===== src/rtl/mask_roi_stream_v4.sv =====
// Row-address mux plus multi-window ROI mask gating between the exposure/readout engines and the sensor pads.
// Window configuration is double-buffered: staging writes reach the active bank only on frame_sync.
module mask_roi_stream_v4 #(
   parameter int MASK_W     = 16,
   parameter int ROW_W      = 10,
   parameter int NUM_ROI    = 4,
   parameter int ROW_OFFSET = 323,
   localparam int IDX_W     = (NUM_ROI > 1) ? $clog2(NUM_ROI) : 1
) (
   input  logic               CLK,
   input  logic               rst_n,
   input  logic               re_busy,
   input  logic               btm_array,
   input  logic [ROW_W-1:0]   rowadd_ro,
   input  logic [ROW_W-1:0]   rowadd_expt,
   input  logic [ROW_W-1:0]   rowadd_expb,
   input  logic               pixglob_res,
   input  logic               frame_sync,
   input  logic               cfg_we,
   input  logic [IDX_W-1:0]   cfg_idx,
   input  logic               cfg_en,
   input  logic [ROW_W-1:0]   cfg_row_start,
   input  logic [ROW_W-1:0]   cfg_row_stop,
   input  logic [MASK_W-1:0]  cfg_mask,
   input  logic [MASK_W-1:0]  mask_default,
   output logic [ROW_W-1:0]   ROWADD,
   output logic [MASK_W-1:0]  mSTREAM,
   output logic [NUM_ROI-1:0] roi_hit,
   output logic               cfg_pending,
   output logic [15:0]        gated_rows
);

   typedef struct packed {
      logic              en;
      logic [ROW_W-1:0]  start;
      logic [ROW_W-1:0]  stop;
      logic [MASK_W-1:0] mask;
   } win_t;

   win_t               r_stg [NUM_ROI];
   win_t               r_act [NUM_ROI];
   logic               r_pending;

   logic [ROW_W-1:0]   r_rowadd;
   logic               r_re_busy_d;
   logic               r_pix_d;
   logic [ROW_W-1:0]   r_rowadd_prev;
   logic [MASK_W-1:0]  r_mstream;
   logic [NUM_ROI-1:0] r_roi_hit;
   logic [15:0]        r_gated;
   logic               r_first;

   logic [ROW_W-1:0]   w_rowadd_nxt;
   logic [NUM_ROI-1:0] w_hit;
   logic               w_any_hit;
   logic [MASK_W-1:0]  w_sel_mask;
   logic [MASK_W-1:0]  w_mstream;
   logic               w_cfg_valid;
   logic               w_count;

   assign w_cfg_valid = cfg_we && (int'(cfg_idx) < NUM_ROI);

   // NOTE: both banks are reset so no stale window can hit before the first config write plus frame_sync.
   always_ff @(posedge CLK or negedge rst_n) begin
      if (!rst_n) begin
         for (int i = 0; i < NUM_ROI; i++) begin
            r_stg[i] <= '0;
            r_act[i] <= '0;
         end
         r_pending <= 1'b0;
      end else begin
         // NOTE: non-blocking assignments make the frame_sync copy see pre-write staging contents.
         if (frame_sync) begin
            for (int i = 0; i < NUM_ROI; i++) r_act[i] <= r_stg[i];
         end
         if (w_cfg_valid) r_stg[cfg_idx] <= '{cfg_en, cfg_row_start, cfg_row_stop, cfg_mask};
         if (frame_sync)       r_pending <= w_cfg_valid;
         else if (w_cfg_valid) r_pending <= 1'b1;
      end
   end

   always_comb begin
      // NOTE: default first so every path assigns and no latch is inferred.
      w_rowadd_nxt = ROW_W'(ROW_OFFSET) - rowadd_expt;
      if (re_busy)        w_rowadd_nxt = {rowadd_ro[ROW_W-1:1], btm_array ? 1'b0 : rowadd_ro[0]};
      else if (btm_array) w_rowadd_nxt = {rowadd_expb[ROW_W-1:3], 3'b010};
   end

   always_ff @(posedge CLK or negedge rst_n) begin
      if (!rst_n) begin
         r_rowadd    <= '0;
         r_re_busy_d <= 1'b0;
         r_pix_d     <= 1'b0;
      end else begin
         r_rowadd    <= w_rowadd_nxt;
         r_re_busy_d <= re_busy;
         r_pix_d     <= pixglob_res;
      end
   end

   always_comb begin
      w_hit = '0;
      for (int i = 0; i < NUM_ROI; i++)
         w_hit[i] = r_act[i].en && (r_rowadd > r_act[i].start) && (r_rowadd < r_act[i].stop);
   end

   // Descending scan leaves the lowest-index hit's mask in place.
   always_comb begin
      w_sel_mask = mask_default;
      for (int i = NUM_ROI - 1; i >= 0; i--)
         if (w_hit[i]) w_sel_mask = r_act[i].mask;
   end

   assign w_any_hit = |w_hit;
   assign w_mstream = {MASK_W{r_pix_d}} | (r_re_busy_d ? '0 : w_sel_mask);
   assign w_count   = w_any_hit && !r_re_busy_d && ((r_rowadd != r_rowadd_prev) || r_first);

   always_ff @(posedge CLK or negedge rst_n) begin
      if (!rst_n) begin
         r_mstream     <= '0;
         r_roi_hit     <= '0;
         r_rowadd_prev <= '0;
         r_gated       <= '0;
         r_first       <= 1'b0;
      end else begin
         r_mstream     <= w_mstream;
         r_roi_hit     <= w_hit;
         r_rowadd_prev <= r_rowadd;
         if (frame_sync) begin
            r_gated <= '0;
            r_first <= 1'b1;
         end else if (w_count) begin
            if (r_gated != 16'hFFFF) r_gated <= r_gated + 16'd1;
            r_first <= 1'b0;
         end
      end
   end

   assign ROWADD      = r_rowadd;
   assign mSTREAM     = r_mstream;
   assign roi_hit     = r_roi_hit;
   assign cfg_pending = r_pending;
   assign gated_rows  = r_gated;

endmodule


===== config.mk =====
export PLATFORM = sky130hd
export DESIGN_NAME = mask_roi_stream_v4
export DESIGN_NICKNAME = d
export VERILOG_FILES = /design/src/rtl/mask_roi_stream_v4.sv
export SDC_FILE = /design/constraint.sdc
export NUM_CORES = 1
export LEC_CHECK = 0
export CAP_MARGIN = 20
export CORE_ASPECT_RATIO = 0.6
export CORE_MARGIN = 10
export CORE_UTILIZATION = 41
export CTS_CLUSTER_DIAMETER = 50
export DETAILED_ROUTE_END_ITERATION = 6
export SETUP_SLACK_MARGIN = 0.3
export SYNTH_ARGS = -nofsm -noshare
export SYNTH_HDL_FRONTEND = slang
export SYNTH_SLANG_ARGS = --single-unit

===== constraint.sdc =====
create_clock -name CLK -period 5.96 [get_ports CLK]
set_input_delay 1.192 -clock CLK [delete_from_list [all_inputs] [get_ports CLK]]
set_output_delay 1.192 -clock CLK [all_outputs]
set_load 0.01 [all_outputs]

==> results.yml <==
synthesis:
  post_synth.cell_area_avg_um2: 11.9
  netlist_area_um2: 16000
  count_of_cell_types_in_the_netlist: 68
  postSynthCellCount: 1339
  postSynth.topFlopCell: "sky130_fd_sc_hd__dfrtp_1"
  synth_warnings: 0
  synth-async-reset-ratio_pct: 100
  synth-edff-count: 0
  synth.net_count: 1509
  synth_largest_area_cell: "sky130_fd_sc_hd__dfrtp_1"
  ys_ff_latch: 356
  yosysSeqAreaShare_pct: 55.8
  synth_top_cell_area_share_pct: 55.8
  post_synth_main_area_contributors: "sky130_fd_sc_hd__dfrtp_1 56%, sky130_fd_sc_hd__mux2_2 15%, sky130_fd_sc_hd__ha_1 6.1%"
placement:
  place.port_buffers: 135
  dpl_cell_area_um2: 17800
  dpl.hpwl_um: 26000
  gpl.final_weighted_congestion: 0.782
  placement.setup.worst_slack_ns: 1.82
setup_path:
  r2r_end: "mSTREAM[1]"
  sequence_of_cells_on_the_critical_path: "ha_1 > nand4_1 > nor4_1 > nor4b_2 > o31a_1 > nand2_2 > clkinv_4 > o21bai_2 > a221oi_1 > or2_2"
  worst_path_max_delay_cell: "sky130_fd_sc_hd__o21bai_2"
  timing.critical_path.to: "mSTREAM[1]"
  setup.worst_path.end_class: "flop"
  r2r.worst_path.cells: 10
  path_class: "reg2reg"
  critical_path.startpoint: "ROWADD[7]"
  timing.critical_path.required_ns: 6.36
  regToRegStartpoint: "ROWADD[7]"
  startpoint_type: "flop"
  reg2reg_setup_slack_ns: 1.84
  largest_stage_delay_on_the_critical_path_ns: 0.90
  critPathMaxFanout: 17
  timing.critical_path.arrival_ns: 4.52
final_layout:
  total_nets_final: 1631
  postLayoutCellArea_um2: 19000
  insertedDiodeCount: 0
  fraction_of_layout_cells_with_a_size_suffix_above_1_pct: 20.5
  final.fill_count: 3383
  synth_to_layout_area_growth_pct: 19.0
drt:
  drt_iter0_markers: 707
  route.detailed.wl_per_inst_um: 19.9
  antenna_violating_nets_post_route: 0
  firstDrtPassIters: 5
  vias: 10501
  drc: 0
  routed_via_density: 5.26
  total_routed_wirelength_um: 39700
clocking:
  cts-root-to-sink-buffers: 3
  numCtsBuffers: 35
  post_cts.repair.setup_buffers: 0
  cts.repair.resized: 0
  clock_tree.htree_level_count: 2
  clock_insertion_delay_worst_skew_ns: 0.52
  cts_hold_repair.buffers: 0
  cts_root_buffer: "sky130_fd_sc_hd__clkbuf_16"
  tritoncts: "built"
  path_clk_slew_ns: 0.06
  clkSinkCount: 356
run:
  drv_cap: 0
global_routing:
  number_of_global_route_vias_before_repair: 10640
  number_of_antenna_violations_at_the_first_check_in_global_routing: 1
  grt_start_max_net_pins: 130
  global_route_wire_length_before_repair_um: 63100
  track_usage_pct: 16.7
  global_route.overflow_total: 0
hold_path:
  min-delay-path-class: "reg2reg"
  worst_hold_startpoint: "r_stg[120]"
power_and_ir_drop:
  p_total_mw: 6.68
  power_dens_cells_nw_per_um2: 351
  p_leak_nw: 8.38
  irDropWorstVdd_mv: 0.200
timing:
  timing.final.hold_violations: 0
  fin_hold_ws_ns: 0.475
  timing.clock.skew_ns: 0.0167
  min_period_over_period_pct: 69.1
  slew_viol_final: 0
  setup_repair_after_global_routing_missed_its_margin: "false"
  finalSetupViolCount: 0
  max_frequency_mhz: 243
  final_period_minus_worst_setup_slack_ns: 4.12
  final_critical_path_setup_slack_ns: 1.84
  fin_setup_tns_ns: 0
  max-slew-margin-rel_pct: 27.0
  tightest_slew_ns: 1.09
die:
  initial_core_util_pct: 41.9
  core_um2: 38100
  chip_height_um: 173
  die_area_um2: 47500
  dieWidth_um: 275
  std_cell_rows: 55
  io_pins: 139
status:
  status: "completed"
cell usage after synthesis (all sizes together) (18+ instances only):
cell type  instances
dfrtp            356
mux2             211
o21ai            125
nand2            116
inv               97
ha                78
clkbuf            48
a21oi             38
nor2              37
nand3             24
nor3              20
xor2              20
a221oi            18
where the power goes:
| part | internal [mW] | leakage (nW) | switching, mW |
|---|---|---|---|
| logic | 0.641 | 3.52 | 0.714 |
| registers | 2.86 | 4.28 | 0.231 |
| clock network | 1.32 | 0.576 | 0.917 |
worst min path at each step:
| stage | end | slack (ns) | cells past startpoint |
|---|---|---|---|
| final | r_act[120] | 0.48 | 2 |
| after global placement | r_act[102] | 0.46 | 2 |
| after CTS | r_act[56] | 0.48 | 2 |
| after detailed placement | r_act[20] | 0.46 | 2 |
| after global routing | r_act[109] | 0.49 | 2 |
| after floorplan | r_act[101] | 0.45 | 2 |
flip-flops by register name, indices dropped and copies added, names as in the netlist:
register	flops
gated_rows	16
r_pix_d	1
r_rowadd_prev	10
r_act	148
r_re_busy_d	1
ROWADD	10
cfg_pending	1
roi_hit	4
r_stg	148
r_first	1
mSTREAM	16
metal layers:
metal | vias up | global-route usage, % | part of all wire, %
met2 | 170 | 25.0 | 44
met4 | 2 | 3.33 | 1.4
li1 | 4943 | - | -
met5 | - | 0 | 0.033
met1 | 5338 | 24.9 | 50
met3 | 48 | 2.92 | 4.0
layout by cell type, fill, tap and decap left out, types with 23 or more instances in the layout:
cell type | synthesis | routed
sky130_fd_sc_hd__a21oi_1 | 37 | 37
sky130_fd_sc_hd__clkdlybuf4s50_1 | 0 | 133
sky130_fd_sc_hd__nand3_1 | 24 | 23
sky130_fd_sc_hd__dfrtp_1 | 356 | 356
sky130_fd_sc_hd__nor2_1 | 37 | 37
sky130_fd_sc_hd__clkbuf_16 | 0 | 37
sky130_fd_sc_hd__nand2_1 | 115 | 115
sky130_fd_sc_hd__ha_1 | 78 | 78
sky130_fd_sc_hd__inv_1 | 97 | 97
sky130_fd_sc_hd__mux2_2 | 210 | 210
sky130_fd_sc_hd__o21ai_0 | 116 | 116
cells by family after synthesis:
| logic type | after synthesis | synth area share, % |
|---|---|---|
| AOI/OAI and AO/OA | 241 | 9.87 |
| buffers and inverters | 161 | 3.97 |
| DFF | 356 | 55.8 |
| muxes | 214 | 15.1 |
| xor gates and xnor gates | 22 | 1.21 |
| adders and majority gates | 78 | 6.11 |
| and+or+nand+nor | 267 | 7.97 |
area by class of cell:
class                   instances  area, um^2  area share [%]
clock buffers                  51        1060            5.57
clock inverters                10         103           0.540
inverters                      98         373            1.96
multi-input cells             822        6430            33.9
flip-flops and latches        356        8910            46.9
well taps                     513         642            3.38
repair buffers                148        1480            7.79
critical path, delay by kind of cell, from the launching register on:
kind | cells | cell delay [ns]
and+or+nand+nor | 5 | 1.48
DFF | 1 | 0.64
buffers and inverters | 1 | 0.21
adders and majority gates | 1 | 0.44
AOI/OAI and AO/OA | 3 | 1.19
per-stage QoR:
step / util (%) / instances
floorplan: - / 1339
global placement: 46.9 / 1937
detailed placement: 46.9 / 1937
CTS: 49.9 / 1998
global route: 49.9 / 1998
finish: 49.9 / 1998
(Power assumes the default switching activity.)
